**src/rtl/adsr_envelope_if.sv**
```systemverilog
// Sample/control bundle between the oscillator/control side and the ADSR amplitude stage.
// The envelope stage drives out/env/active; the control side drives everything else.
interface adsr_envelope_if #(
    parameter int DATA_W = 16,
    parameter int ENV_W  = 16
);
    logic                     sample_Clk;
    logic                     gate;
    logic [ENV_W-1:0]         attack_rate;
    logic [ENV_W-1:0]         decay_rate;
    logic [ENV_W-1:0]         sustain_level;
    logic [ENV_W-1:0]         release_rate;
    logic signed [DATA_W-1:0] in;
    logic signed [DATA_W-1:0] out;
    logic [ENV_W-1:0]         env;
    logic                     active;

    modport master (
        output sample_Clk,
        output gate,
        output attack_rate,
        output decay_rate,
        output sustain_level,
        output release_rate,
        output in,
        input  out,
        input  env,
        input  active
    );

    modport slave (
        input  sample_Clk,
        input  gate,
        input  attack_rate,
        input  decay_rate,
        input  sustain_level,
        input  release_rate,
        input  in,
        output out,
        output env,
        output active
    );
endinterface

```
**src/rtl/adsr_envelope.sv**
```systemverilog
// ADSR amplitude stage: 5-state envelope stepped on each sample strobe, output = sample * level.
// Output uses the pre-update level, so out lags env by one strobe.
module adsr_envelope #(
    parameter int DATA_W = 16,
    parameter int ENV_W  = 16
) (
    input  logic          Clk,
    input  logic          Reset,
    adsr_envelope_if.slave bus
);

    typedef enum logic [2:0] {
        IDLE,
        ATTACK,
        DECAY,
        SUSTAIN,
        RELEASE
    } state_t;

    localparam logic [ENV_W:0] FULL_SCALE = {1'b0, {ENV_W{1'b1}}};

    state_t                   state_q;
    state_t                   state_n;
    state_t                   phase;
    logic [ENV_W-1:0]         env_q;
    logic [ENV_W-1:0]         env_n;
    logic signed [DATA_W-1:0] out_q;
    logic signed [DATA_W-1:0] out_n;
    logic                     gate_q;
    logic                     rise;
    logic [ENV_W:0]           att_sum;
    logic signed [ENV_W:0]    dec_diff;
    logic signed [ENV_W:0]    rel_diff;
    logic signed [DATA_W+ENV_W-1:0] prod;

    always_ff @(posedge Clk) begin
        if (!Reset) begin
            state_q <= IDLE;
            env_q   <= '0;
            out_q   <= '0;
            gate_q  <= 1'b0;
        end else if (bus.sample_Clk) begin
            state_q <= state_n;
            env_q   <= env_n;
            out_q   <= out_n;
            gate_q  <= bus.gate;
        end
    end

    // The gate events pick the phase whose step is applied on this same strobe,
    // so a retrigger or note-off already moves the level on the strobe that sees it.
    always_comb begin
        rise     = bus.gate & ~gate_q;
        att_sum  = {1'b0, env_q} + {1'b0, bus.attack_rate};
        dec_diff = $signed({1'b0, env_q}) - $signed({1'b0, bus.decay_rate});
        rel_diff = $signed({1'b0, env_q}) - $signed({1'b0, bus.release_rate});
        prod     = $signed(bus.in) * $signed({1'b0, env_q});
        out_n    = DATA_W'(prod >>> ENV_W);

        phase = state_q;
        if (rise) begin
            phase = ATTACK;
        end else if (!bus.gate && (state_q inside {ATTACK, DECAY, SUSTAIN})) begin
            phase = RELEASE;
        end

        state_n = phase;
        env_n   = env_q;
        case (phase)
            IDLE: begin
                env_n = '0;
            end
            ATTACK: begin
                if (att_sum >= FULL_SCALE) begin
                    env_n   = '1;
                    state_n = DECAY;
                end else begin
                    env_n = att_sum[ENV_W-1:0];
                end
            end
            DECAY: begin
                if (dec_diff <= $signed({1'b0, bus.sustain_level})) begin
                    env_n   = bus.sustain_level;
                    state_n = SUSTAIN;
                end else begin
                    env_n = dec_diff[ENV_W-1:0];
                end
            end
            SUSTAIN: begin
                env_n = bus.sustain_level;
            end
            RELEASE: begin
                if (rel_diff[ENV_W] || (rel_diff == '0)) begin
                    env_n   = '0;
                    state_n = IDLE;
                end else begin
                    env_n = rel_diff[ENV_W-1:0];
                end
            end
            default: begin
                env_n   = '0;
                state_n = IDLE;
            end
        endcase
    end

    assign bus.out    = out_q;
    assign bus.env    = env_q;
    assign bus.active = (state_q != IDLE);

endmodule

```
**src/flat_wrapper.sv**
```systemverilog
// flat-port wrapper written by rule: the top's interface ports become plain ports
module adsr_envelope_flat 
#(
    parameter int DATA_W = 16,
    parameter int ENV_W  = 16
)
  (Clk, Reset, bus_sample_Clk, bus_gate, bus_attack_rate, bus_decay_rate, bus_sustain_level, bus_release_rate, bus_in, bus_out, bus_env, bus_active);
  adsr_envelope_if #(.DATA_W(DATA_W), .ENV_W(ENV_W)) bus_i ();
  input  logic Clk;
  input  logic Reset;
  input wire logic [$bits(bus_i.sample_Clk)-1:0] bus_sample_Clk;
  input wire logic [$bits(bus_i.gate)-1:0] bus_gate;
  input wire logic [$bits(bus_i.attack_rate)-1:0] bus_attack_rate;
  input wire logic [$bits(bus_i.decay_rate)-1:0] bus_decay_rate;
  input wire logic [$bits(bus_i.sustain_level)-1:0] bus_sustain_level;
  input wire logic [$bits(bus_i.release_rate)-1:0] bus_release_rate;
  input wire logic [$bits(bus_i.in)-1:0] bus_in;
  output wire logic [$bits(bus_i.out)-1:0] bus_out;
  output wire logic [$bits(bus_i.env)-1:0] bus_env;
  output wire logic [$bits(bus_i.active)-1:0] bus_active;
  assign bus_i.sample_Clk = bus_sample_Clk;
  assign bus_i.gate = bus_gate;
  assign bus_i.attack_rate = bus_attack_rate;
  assign bus_i.decay_rate = bus_decay_rate;
  assign bus_i.sustain_level = bus_sustain_level;
  assign bus_i.release_rate = bus_release_rate;
  assign bus_i.in = bus_in;
  assign bus_out = bus_i.out;
  assign bus_env = bus_i.env;
  assign bus_active = bus_i.active;
  adsr_envelope #(.DATA_W(DATA_W), .ENV_W(ENV_W)) u_core (.Clk(Clk), .Reset(Reset), .bus(bus_i));
endmodule
```
**config.mk**
```make
export PLATFORM = sky130hd
export DESIGN_NAME = adsr_envelope_flat
export DESIGN_NICKNAME = d
export VERILOG_FILES = /design/src/rtl/adsr_envelope_if.sv /design/src/rtl/adsr_envelope.sv /design/src/flat_wrapper.sv
export SDC_FILE = /design/constraint.sdc
export NUM_CORES = 1
export LEC_CHECK = 0
export CORE_MARGIN = 2
export CORE_UTILIZATION = 66
export CTS_CLUSTER_SIZE = 28
export DETAILED_ROUTE_END_ITERATION = 6
export GPL_ROUTABILITY_DRIVEN = 0
export PLACE_DENSITY = 0.91
export SYNTH_ARGS = -nofsm -noshare
export SYNTH_HDL_FRONTEND = slang
export SYNTH_SLANG_ARGS = --single-unit
```
**constraint.sdc**
```tcl
create_clock -name Clk -period 20.6 [get_ports Clk]
set_input_delay 4.12 -clock Clk [delete_from_list [all_inputs] [get_ports Clk]]
set_output_delay 4.12 -clock Clk [all_outputs]
set_load 0.01 [all_outputs]
```
[After elaboration in Yosys (flattened, before gate mapping)]
Index checks and enable logic that the tools add are counted.
Storage, ports and cells
  memory bits (read-only): 0
  memories: 0
  bits in latches: 0
  register bits: 36
  memory bits (writable): 0
  input port bits: 84
Operators by class
  reduce and logical (&&, ||, !) cells: 8
  div/mod/pow operators: 0
  shift operators: 0
  bitwise gates (word level): 2
  multiply operators: 1
  magnitude comparators: 2
  equal/unequal tests: 7
  mux-type cells: 10
  $add $sub $neg: 3
Operators by type and width (count)
  one-hot mux 16 bit (4 select lines): 1
  2-to-1 mux 16 bit: 3
  subtractor 16 x 16 -> 17 bit: 2
  multiplier 16 x 17 -> 32 bit: 1
  adder 16 x 16 -> 17 bit: 1
  greater-or-equal comparator 17 x 16 -> 1 bit (second input constant): 1
  less-or-equal comparator 17 bit: 1
  zero test 17 bit: 1
  2-to-1 mux 3 bit: 5
  equality test 3 x 2 -> 1 bit (second input constant): 4
  one-hot mux 3 bit (4 select lines): 1
  equality test 3 x 1 -> 1 bit (second input constant): 2
  nonzero test 3 bit: 2
  equality test 3 bit (second input constant): 1
  zero test 3 bit: 1
  OR reduction 2 bit: 1
  AND 1 bit: 1
  logical AND 1 bit: 1
  zero test 1 bit: 1
  logical OR 1 bit: 1
  inverter 1 bit: 1

[Longest topological paths before layout]
Gate-level depths: netlist of run 1.
  depth in word-level cells: 8
  depth in mapped cells: 23
  gate-level depth less buffers: 22

[Worst setup path after synthesis of run 1]
OpenSTA, ideal clock, no wires.
  path type: input to register
  start: input port bus_in[1]
  end: register u_core.out_q[12] (netlist: u_core.bus.out[12])
  path buffers: 1
  arrival time: 9643 ps
  stages: 21
  slack: 10835 ps
  path through: clkbuf_1 -> nand2_1 -> fa_1 -> fa_1 -> fa_1 -> inv_1 -> fa_1 -> fa_1 -> inv_1 -> fa_1 -> inv_1 -> ha_1 -> a21o_1 -> a21o_1 -> a21oi_1 -> o211ai_1 -> and3_1 -> o311ai_0 -> a21oi_1 -> mux2i_1 -> a311o_1
Between the ends
  word-level cells in the longest chain between the ends: 1
Ends and longest elaborated chain
  from (decl): RTL line flat_wrapper.sv:17  | input wire logic [$bits(bus_i.in)-1:0] bus_in;
  multiplier 16 x 17 -> 32 bit: RTL line adsr_envelope.sv:57  | prod = $signed(bus.in) * $signed({1'b0, env_q});
  to (signal assigned): RTL line adsr_envelope.sv:45  | out_q <= out_n;
  to (decl): RTL line adsr_envelope.sv:27  | logic signed [DATA_W-1:0] out_q;
Every way passes these cells.
A chain may end at the register's enable or synchronous reset.

[Worst setup path after layout of run 1]
  start: input port bus_in[4]
  end: register u_core.out_q[12] (netlist: u_core.bus.out[12])
Same word-level chain as after synthesis.

==> results.tsv, run 1 <==
stage	metric	value	unit
setup_path	critical_path.top_delay_family	adder cells	
setup_path	critPathSlowestCell	clkdlybuf4s50_1	
clock_network	ctsResizeCount	0	
global_route	first_global_vias	12300	
setup_path	critical_path_class	in2reg	
clock_network	postCtsHoldBufs	0	
sta	finalCriticalPeriod	10760	ps
power_and_ir_drop	max-vdd-ir-drop	0.0316	mV
setup_path	cpPeakStageDelay	710	ps
setup_path	crit_path_cell_trace	clkdlybuf4s50_1, and2_1, fa_1, inv_1, fa_1, fa_1, fa_1, inv_1, fa_1, inv_1, fa_1, inv_1, ha_1, a2111oi_0, buf_4, o211ai_1, and3_1, o311ai_0, a21oi_1, mux2i_1, a311o_1	
sta	fin_setup_tns	0	ps
setup_path	worst_setup_path_start_kind	input pin	
clock_network	cts.clk_slew.worst_paths	60	ps
setup_path	cp_num_buf_inv	6	
setup_path	crit_fanout	16	
synthesis	seq_area_frac_synth	0.0568	
floorplanning	die_area	0.0204	sq mm
floorplanning	io_pins	117	
drt	vias	11500	
setup_path	required_time_at_the_endpoint_of_the_critical_path	20770	ps
cells_and_area	layout.nets	2078	
synthesis	synthArstFlopShare	0	
sta	holdWs	445	ps
sta	layout_worst_path_cycle_share	0.522	
clock_network	clock_tree.buffer_depth	2	
sta	rsz0062_at_grt	no	
setup_path	worst_r2r_startpoint	u_core.bus.env[5]$_SDFFE_PN0P_	
clock_network	clkLatencyLatePin	290	ps
sta	timing.final.max_slew_violations	0	
clock_network	cts_tree	done	
cells_and_area	nFillCells	1279	
cells_and_area	mostFrequentLayoutCell	inv_1	
sta	transition_time_of_the_tightest_slew_check_pin	1190	ps
sta	finalHoldViolCount	0	
floorplanning	dieWidth	143	microns
place	io_buffer_count	116	
place	dp.final_hpwl	28.1	mm
floorplanning	row_count	50	
place	placed_cells	1847	
global_route	global_route.usage.total	0.361	
power_and_ir_drop	leakage	7.12	nW
sta	fmax	93.0	MHz
cells_and_area	final_layout_size_suffix_gt1_frac	0.0271	
hold_path	hold_path.class	reg2reg	
synthesis	postSynthCellCount	1530	
drt	drt.antenna.violating_nets	0	
drt	route.detailed.vias_per_inst	6.20	
synthesis	ys_ff_latch	36	
synthesis	synth_cell_type_count	65	
synthesis	synth-main-ff-cell	dfxtp_1	
floorplanning	core_area	0.0188	sq mm
synthesis	syn_area_per_cell	8.30	sq um
run_status	outcome	complete, but fails checks	
cells_and_area	most-common-layout-cells	inv_1 (290), fa_1 (196), nand2_1 (191)	
sta	worst_setup_skew_after_layout	7.53	ps
drt	detail_route.wirelength	35.2	mm
synthesis	synth.yosys.warnings	0	
clock_network	post_cts_buffers	0	
run_status	failing_checks	DRC	
drt	detail_route.wl_per_cell	19.0	microns
cells_and_area	regArea	721	sq um
cells_and_area	inserted_diodes	0	
global_route	gr-total-overflow	0	
power_and_ir_drop	power_per_cell_area	29.0	mW/mm^2
global_route	grt_start_max_net_pins	23	
clock_network	clock_tree.root_cell	clkbuf_16	
clock_network	number_of_clock_sinks	36	
setup_path	critical-path-top-cell-by-count	fa_1	
cells_and_area	post_layout_nonfiller_instances	1855	
synthesis	postSynthNetCount	1988	
cells_and_area	syn_to_final_growth	12.2	%
sta	final_setup_vio_count	0	
drt	drt-initial-drc-count	936	
hold_path	worstHoldStart	u_core.bus.out[8]$_SDFFE_PN0P_	
floorplanning	die_h	143	microns
setup_path	worst_ep_arrival_time	10930	ps
synthesis	synth.cell_area	0.0127	sq mm
sta	relSlewSlack	0.202	
cells_and_area	post_route_utilization	0.759	
global_route	grt_first_pass_wirelength	58.2	mm
drt	post-route-drc-count	9	
global_route	antenna_violations_before_repair	0	
setup_path	cp-end-kind	flop	
clock_network	cts-htree-levels	2	
setup_path	worst_setup_path_startpoint	bus_in[4]	
floorplanning	floorplan.initialDensity	0.676	
cells_and_area	multiInputGateArea	0.0107	sq mm
run	max_cap_violations	0	
drt	firstDrtPassIters	7	
synthesis	synth_edf_count	0	
clock_network	cts_buffers	5	
## sequential cells by signal, summed over array words and instances, names as in the netlist
signal / cells
u_core.bus.out: 16
u_core.gate_q: 1
u_core.state_q: 3
u_core.bus.env: 16
## stage by stage
| stage | power, W | area, sq um | setup slack (ps) |
|---|---|---|---|
| 2_1_floorplan | 0.000242 | 12700 | 10840 |
| 3_3_place_gp | 0.000313 | 14100 | 9790 |
| 3_5_place_dp | 0.000327 | 14100 | 9610 |
| 4_1_cts | 0.000410 | 14200 | 9870 |
| 5_1_grt | 0.000444 | 14200 | 9540 |
| 6_report | 0.000413 | 14200 | 9840 |
## area by class of cell
type,count,area share
Clock buffer,6,0.00975
Clock inverter,2,0.000703
Inverter,293,0.0772
Multi-Input combinational cell,1151,0.751
Sequential cell,36,0.0506
Tap cell,234,0.0206
Timing Repair Buffer,133,0.0905
## per-layer routing
layer	part of all wire	global-route usage	vias up
li1	-	-	5145
met1	0.36	0.434	5495
met2	0.49	0.627	667
met3	0.086	0.0530	189
met4	0.063	0.193	0
met5	0	0	-
## worst min-delay path, cell delays in order, from the launching register on
cell and delay, ps:
dfxtp_1 310, nand2_1 50, nand2_1 40
## final timing paths
| path | slack [ps] | endpoint | depth (start not counted) |
|---|---|---|---|
| max | 9840 | u_core.bus.out[12]$_SDFFE_PN0P_ | 21 |
| min | 440 | u_core.bus.out[8]$_SDFFE_PN0P_ | 2 |
| max reg2reg | 13550 | u_core.bus.out[12]$_SDFFE_PN0P_ | 20 |
| min reg2reg | 440 | u_core.bus.out[8]$_SDFFE_PN0P_ | 2 |
## synthesized netlist by cell type (7+ instances only)
cell type  count  area [sq um]
o21a_1        19           143
o211ai_1       9          67.6
nand2b_1      12          75.1
nor2b_1       20           125
clkbuf_1      48           180
nand3_1       10          50.1
dfxtp_1       36           721
a211oi_1      16           120
mux2_2        11           124
and3_1         7          43.8
nand2_1      191           717
xnor2_1       21           184
nand4_1       12          75.1
a31oi_1       12          75.1
a21oi_1       57           285
and2_1       113           707
fa_1         196          3920
a21o_1        17           128
inv_1        290          1090
nor2_1        58           218
nor3_1        19          95.1
a221oi_1      11          96.3
or3_1          9          56.3
xor2_1        21           184
o21ai_0       47           235
ha_1         178          2230
## logic make-up (layout without fill, tap and decap cells)
group	Yosys count	count (layout)	synth area share
AND/OR/NAND/NOR	475	475	0.185
buffers and inverters	343	434	0.101
flip-flops	36	36	0.0568
XOR/XNOR	42	42	0.0290
adder cells (fa/ha/maj)	374	374	0.485
multiplexers	17	17	0.0145
AO/OA/AOI/OAI	243	243	0.129
## report_power, final
part           switching (W)  total [W]  internal (W)
sequential        0.00000707  0.0000834     0.0000763
combinational       0.000140   0.000249      0.000109
clock              0.0000319  0.0000796     0.0000477
Power figures use the tool's default switching activity.
==> run 2, diff against run 1 <==
--- a/config.mk
+++ b/config.mk
@@ -6,11 +6,11 @@
 export NUM_CORES = 1
 export LEC_CHECK = 0
 export CORE_MARGIN = 2
-export CORE_UTILIZATION = 66
+export CORE_UTILIZATION = 55
 export CTS_CLUSTER_SIZE = 28
 export DETAILED_ROUTE_END_ITERATION = 6
 export GPL_ROUTABILITY_DRIVEN = 0
-export PLACE_DENSITY = 0.91
+export PLACE_DENSITY = 0.81
 export SYNTH_ARGS = -nofsm -noshare
 export SYNTH_HDL_FRONTEND = slang
 export SYNTH_SLANG_ARGS = --single-unit
==> constraint.sdc (replaced) <==
create_clock -name Clk -period 9.7 [get_ports Clk]
set_input_delay 1.94 -clock Clk [delete_from_list [all_inputs] [get_ports Clk]]
set_output_delay 1.94 -clock Clk [all_outputs]
set_load 0.01 [all_outputs]
==> results.tsv, run 2 (same netlist as run 1, synthesis figures left out) <==
stage	metric	value	unit	change
hold_path	worstHoldStart	u_core.bus.out[8]$_SDFFE_PN0P_		unchanged
setup_path	ff2ff_path_depth	22		was 20
power_and_ir_drop	power_per_cell_area	59.4	mW/mm^2	was 29.0 mW/mm^2
global_route	first_global_vias	11800		was 12300
cells_and_area	layout.nets	2088		was 2078
sta	finalHoldViolCount	0		unchanged
floorplanning	io_pins	117		unchanged
place	detailed_place.area	0.0142	sq mm	was 0.0141 sq mm
power_and_ir_drop	leakage	7.16	nW	was 7.12 nW
clock_network	clock_tree.root_cell	clkbuf_16		unchanged
place	dp.final_hpwl	28.0	mm	was 28.1 mm
sta	layout_worst_path_cycle_share	0.876		
cells_and_area	multiInputGateArea	0.0107	sq mm	unchanged
setup_path	required_time_at_the_endpoint_of_the_critical_path	9870	ps	was 20770 ps
setup_path	critical_path.reg2reg.endpoint	u_core.bus.out[12]$_SDFFE_PN0P_		unchanged
power_and_ir_drop	power_switching_share	0.429		was 0.434
sta	timing.final.max_slew_violations	0		unchanged
place	io_buffer_count	116		unchanged
cells_and_area	most-common-layout-cells	inv_1 (290), fa_1 (196), nand2_1 (191)		unchanged
sta	fin_setup_tns	0	ps	unchanged
power_and_ir_drop	max-vdd-ir-drop	0.0672	mV	was 0.0316 mV
drt	post-route-drc-count	1		was 9
clock_network	clkLatencyLatePin	290	ps	about the same
floorplanning	floorplan.initialDensity	0.561		was 0.676
global_route	global_route.usage.total	0.291		was 0.361
setup_path	critical_path_class	in2reg		unchanged
sta	final_setup_vio_count	0		unchanged
cells_and_area	nFillCells	1882		was 1279
floorplanning	dieWidth	156	microns	was 143 microns
place	placed_cells	1908		was 1847
setup_path	crit_fanout	16		unchanged
hold_path	whs_endpoint	u_core.bus.out[8]$_SDFFE_PN0P_		unchanged
cells_and_area	post_layout_nonfiller_instances	1915		was 1855
hold_path	hold_path.class	reg2reg		unchanged
setup_path	worst_ep_arrival_time	8670	ps	was 10930 ps
sta	relSlewSlack	0.513		was 0.202
cells_and_area	inserted_diodes	0		unchanged
global_route	gr-total-overflow	0		unchanged
clock_network	post_cts_buffers	0		unchanged
global_route	grt_start_max_net_pins	25		was 23
drt	detail_route.wl_per_cell	17.9	microns	was 19.0 microns
clock_network	cts_buffers	5		unchanged
setup_path	worst_setup_path_start_kind	input pin		unchanged
drt	vias	11300		was 11500
cells_and_area	final_layout_size_suffix_gt1_frac	0.0319		was 0.0271
power_and_ir_drop	netSwitchingPower	0.000366	W	was 0.000179 W
sta	fmax	118	MHz	
sta	rsz0062_at_grt	no		unchanged
sta	transition_time_of_the_tightest_slew_check_pin	730	ps	was 1190 ps
sta	worst_setup_skew_after_layout	7.09	ps	was 7.53 ps
power_and_ir_drop	totalPowerFinal	0.000853	W	was 0.000413 W
drt	detail_route.wirelength	34.3	mm	was 35.2 mm
cells_and_area	mostFrequentLayoutCell	inv_1		unchanged
clock_network	number_of_clock_sinks	36		unchanged
drt	drt-initial-drc-count	792		was 936
global_route	antenna_violations_before_repair	0		unchanged
run	max_cap_violations	0		unchanged
clock_network	cts-htree-levels	2		unchanged
run_status	failing_checks	DRC		unchanged
hold_path	hold-path-cell-count	2		unchanged
floorplanning	row_count	55		was 50
power_and_ir_drop	combPwrFrac	0.609		was 0.605
power_and_ir_drop	p_int	0.000487	W	was 0.000233 W
clock_network	postCtsHoldBufs	0		unchanged
cells_and_area	syn_to_final_growth	13.1	%	was 12.2%
setup_path	cp-end-kind	flop		unchanged
clock_network	ctsResizeCount	0		unchanged
floorplanning	core_area	0.0226	sq mm	was 0.0188 sq mm
global_route	grt_first_pass_wirelength	56.4	mm	was 58.2 mm
power_and_ir_drop	power.share.clock	0.186		was 0.193
clock_network	cts_tree	done		unchanged
drt	drt.antenna.violating_nets	0		unchanged
clock_network	cts.clk_slew.worst_paths	50	ps	was 60 ps
power_and_ir_drop	power.sequential.fraction	0.205		was 0.202
cells_and_area	stdcell_area	0.0144	sq mm	was 0.0142 sq mm
cells_and_area	regArea	721	sq um	unchanged
floorplanning	die_h	156	microns	was 143 microns
setup_path	worst_r2r_startpoint	u_core.bus.env[7]$_SDFFE_PN0P_		was u_core.bus.env[5]$_SDFFE_PN0P_
run_status	outcome	complete, but fails checks		unchanged
drt	firstDrtPassIters	7		unchanged
drt	route.detailed.vias_per_inst	5.89		was 6.20
floorplanning	die_area	0.0243	sq mm	was 0.0204 sq mm
sta	finalCriticalPeriod	8490	ps	
setup_path	rrSetupSlack	2820	ps	was 13550 ps
clock_network	clock_tree.buffer_depth	2		unchanged
## run 2: changes by cell type in the layout (fill, tap and decap cells not counted)
| cell | change |
|---|---|
| buf_4 | +10 |
| clkbuf_1 | +1 |
| clkbuf_8 | -1 |
| clkinv_2 | -1 |
## run 2: critical path, cell delays in order
cell	delay [ps]
clkdlybuf4s50_1	720
and2_1	340
fa_1	550
inv_1	50
fa_1	470
fa_1	520
inv_1	60
fa_1	480
fa_1	490
inv_1	50
fa_1	480
inv_1	50
ha_1	290
a21o_1	160
a21o_1	170
a21oi_1	220
o211ai_1	200
and3_1	250
o311ai_0	550
a21oi_1	170
mux2i_1	140
a311o_1	310
## run 2: per-layer routing
| metal | routed length [microns] | vias up | part of all wire | track usage |
|---|---|---|---|---|
| met3 | 2710 | 134 | 0.079 | 0.0347 |
| met1 | 13500 | 5436 | 0.39 | 0.366 |
| met5 | 0 | - | 0 | 0 |
| li1 | - | 5173 | - | - |
| met4 | 1910 | 0 | 0.056 | 0.154 |
| met2 | 16200 | 535 | 0.47 | 0.495 |
## run 2: per-stage QoR
stage | util | hold WS, ps | setup slack [ps]
final | 0.634 | 444 | 1210
after CTS | 0.634 | 448 | 1220
after floorplan | - | 463 | 2120
after global placement | 0.628 | 428 | 1080
after detailed placement | 0.628 | 437 | 945
after global routing | 0.634 | 481 | 903
## run 2: layout make-up
| class | count | share of cell area |
|---|---|---|
| clock inverter | 1 | 0.000348 |
| sequential | 36 | 0.0502 |
| inverter | 293 | 0.0766 |
| clock buffer | 6 | 0.00897 |
| timing repair buffer | 143 | 0.0950 |
| multi-input combinational | 1151 | 0.744 |
| tap | 285 | 0.0248 |
## run 2: how the worst max path moves through the flow
stage               startpoint                               to  cells past startpoint
floorplan            bus_in[1]  u_core.bus.out[12]$_SDFFE_PN0P_                     21
global route         bus_in[4]  u_core.bus.out[12]$_SDFFE_PN0P_                     22
CTS                  bus_in[4]  u_core.bus.out[12]$_SDFFE_PN0P_                     22
detailed placement   bus_in[4]  u_core.bus.out[12]$_SDFFE_PN0P_                     22
global placement     bus_in[1]  u_core.bus.out[12]$_SDFFE_PN0P_                     20
finish               bus_in[4]  u_core.bus.out[12]$_SDFFE_PN0P_                     22
## run 2: power by group through the flow
stage | sequential [W] | combinational, W | clock [W]
floorplan | 0.000181 | 0.000334 | 0
CTS | 0.000174 | 0.000517 | 0.000159
finish | 0.000175 | 0.000519 | 0.000159
global route | 0.000176 | 0.000587 | 0.000163
global placement | 0.000178 | 0.000493 | 0
detailed placement | 0.000177 | 0.000513 | 0
==> run 3, diff against run 2 <==
--- a/config.mk
+++ b/config.mk
@@ -5,7 +5,6 @@
 export SDC_FILE = /design/constraint.sdc
 export NUM_CORES = 1
 export LEC_CHECK = 0
-export CORE_MARGIN = 2
 export CORE_UTILIZATION = 55
 export CTS_CLUSTER_SIZE = 28
 export DETAILED_ROUTE_END_ITERATION = 6
==> results.tsv, run 3 (same netlist as run 1, synthesis figures left out) <==
stage	metric	value	unit	change
run_status	outcome	completed		was complete, but fails checks
setup_path	cp_num_buf_inv	6		was 5
sta	final_setup_vio_count	0		unchanged
run	max_cap_violations	0		unchanged
clock_network	clock_tree.root_cell	clkbuf_16		unchanged
power_and_ir_drop	power_per_cell_area	59.1	mW/mm^2	was 59.4 mW/mm^2
sta	relSlewSlack	0.307		was 0.513
place	io_buffer_count	116		unchanged
cells_and_area	mostFrequentLayoutCell	inv_1		unchanged
drt	drt.antenna.violating_nets	0		unchanged
sta	fin_setup_tns	0	ps	unchanged
global_route	first_global_vias	11800		about the same
drt	post-route-drc-count	0		was 1
power_and_ir_drop	max-vdd-ir-drop	0.0728	mV	was 0.0672 mV
cells_and_area	syn_to_final_growth	13.1	%	about the same
clock_network	cts.clk_slew.worst_paths	50	ps	about the same
sta	finalHoldViolCount	0		unchanged
global_route	global_route.usage.total	0.299		was 0.291
floorplanning	die_area	0.0237	sq mm	was 0.0243 sq mm
clock_network	cts_buffers	5		unchanged
global_route	grt_start_max_net_pins	25		unchanged
clock_network	cts_tree	done		unchanged
cells_and_area	post_layout_nonfiller_instances	1914		was 1915
sta	holdWs	442	ps	was 444 ps
clock_network	post_cts_buffers	0		unchanged
floorplanning	floorplan.initialDensity	0.561		unchanged
drt	vias	11300		about the same
setup_path	required_time_at_the_endpoint_of_the_critical_path	9930	ps	was 9870 ps
clock_network	clkLatencyLatePin	290	ps	about the same
place	dp.final_hpwl	27.6	mm	was 28.0 mm
cells_and_area	final_layout_size_suffix_gt1_frac	0.0313		was 0.0319
sta	rsz0062_at_grt	no		unchanged
clock_network	postCtsHoldBufs	0		unchanged
drt	firstDrtPassIters	7		unchanged
cells_and_area	multiInputGateArea	0.0107	sq mm	unchanged
sta	transition_time_of_the_tightest_slew_check_pin	1040	ps	was 730 ps
clock_network	cts-htree-levels	2		unchanged
setup_path	critical_path_class	in2reg		unchanged
cells_and_area	layout.nets	2087		was 2088
cells_and_area	most-common-layout-cells	inv_1 (290), fa_1 (196), nand2_1 (191)		unchanged
drt	detail_route.wl_per_cell	17.8	microns	was 17.9 microns
sta	worst_setup_skew_after_layout	11.8	ps	was 7.09 ps
clock_network	ctsResizeCount	0		unchanged
clock_network	clock_tree.buffer_depth	2		unchanged
setup_path	critical_path.top_delay_family	adder cells		unchanged
floorplanning	dieWidth	154	microns	was 156 microns
sta	finalCriticalPeriod	8450	ps	was 8490 ps
floorplanning	core_area	0.0226	sq mm	unchanged
setup_path	cpPeakStageDelay	930	ps	was 720 ps
drt	drt-initial-drc-count	973		was 792
setup_path	worst_ep_arrival_time	8680	ps	was 8670 ps
floorplanning	io_pins	117		unchanged
place	placed_cells	1907		was 1908
global_route	antenna_violations_before_repair	0		unchanged
setup_path	crit_path_cell_trace	clkdlybuf4s50_1, nand2_1, fa_1, inv_1, fa_1, inv_1, fa_1, inv_1, fa_1, fa_1, inv_1, fa_1, inv_1, ha_1, and4_1, o21ai_0, o211ai_1, and3_1, or3_1, a31oi_1, or4b_2, nand3_1		was clkdlybuf4s50_1, and2_1, fa_1, inv_1, fa_1, fa_1, inv_1, fa_1, fa_1, inv_1, fa_1, inv_1, ha_1, a21o_1, a21o_1, a21oi_1, o211ai_1, and3_1, o311ai_0, a21oi_1, mux2i_1, a311o_1
global_route	gr-total-overflow	0		unchanged
floorplanning	die_h	154	microns	was 156 microns
global_route	grt_first_pass_wirelength	56.4	mm	about the same
power_and_ir_drop	leakage	7.15	nW	was 7.16 nW
sta	fmax	118	MHz	about the same
setup_path	worst_setup_path_start_kind	input pin		unchanged
cells_and_area	regArea	721	sq um	unchanged
drt	route.detailed.vias_per_inst	5.90		was 5.89
setup_path	crit_fanout	16		unchanged
floorplanning	row_count	55		unchanged
cells_and_area	nFillCells	1882		unchanged
clock_network	number_of_clock_sinks	36		unchanged
hold_path	hold_path.class	reg2reg		unchanged
sta	layout_worst_path_cycle_share	0.871		was 0.876
cells_and_area	inserted_diodes	0		unchanged
sta	timing.final.max_slew_violations	0		unchanged
setup_path	critical-path-top-cell-by-count	fa_1		unchanged
drt	detail_route.wirelength	34.0	mm	was 34.3 mm
setup_path	critPathSlowestCell	clkdlybuf4s50_1		unchanged
setup_path	cp-end-kind	flop		unchanged
[run 3: cell types whose count changed in the layout (fill, tap and decap cells not counted), sizes merged]
cell / delta
buf: -1
[run 3: power breakdown]
group / total [W] / switching, W / internal, W
registers: 0.000176 / 0.0000133 / 0.000162
logic: 0.000517 / 0.000287 / 0.000230
clock network: 0.000156 / 0.0000624 / 0.0000934
[run 3: metal layers]
metal | vias up | global-route usage | part of all wire | routed length [microns]
met2 | 557 | 0.509 | 0.48 | 16300
met5 | - | 0 | 0 | 0
li1 | 5167 | - | - | -
met4 | 0 | 0.139 | 0.041 | 1390
met1 | 5465 | 0.387 | 0.40 | 13500
met3 | 97 | 0.0262 | 0.082 | 2790
[run 3: path summary, 6_finish.rpt]
path	startpoint	to	slack [ps]	cells after the start
worst max-delay path	bus_in[8]	u_core.bus.out[14]$_SDFFE_PN0P_	1250	22
worst min-delay path	u_core.bus.out[8]$_SDFFE_PN0P_	u_core.bus.out[8]$_SDFFE_PN0P_	440	2
worst max register to register	u_core.bus.env[10]$_SDFFE_PN0P_	u_core.bus.out[12]$_SDFFE_PN0P_	2890	19
worst min register to register	u_core.bus.out[8]$_SDFFE_PN0P_	u_core.bus.out[8]$_SDFFE_PN0P_	440	2
[run 3: per-stage QoR]
stage	area (sq um)	util	worst slack [ps]	total power (W)
after global routing	14400	0.634	812	0.000924
after detailed placement	14200	0.628	944	0.000688
after CTS	14400	0.634	1220	0.000848
after floorplan	12700	-	2120	0.000515
after global placement	14200	0.628	1030	0.000670
final	14400	0.634	1250	0.000849
[run 3: area by class of cell]
| class | instances | area share |
|---|---|---|
| repair buffers | 142 | 0.0945 |
| clock inverters | 1 | 0.000349 |
| inverters | 293 | 0.0766 |
| multi-input cells | 1151 | 0.745 |
| flip-flops and latches | 36 | 0.0502 |
| well taps | 285 | 0.0248 |
| clock buffers | 6 | 0.00898 |
[run 3: worst min-delay path, stage by stage (launching register included)]
cell and delay [ps]:
dfxtp_1 310, nand2_1 50, nand2_1 40
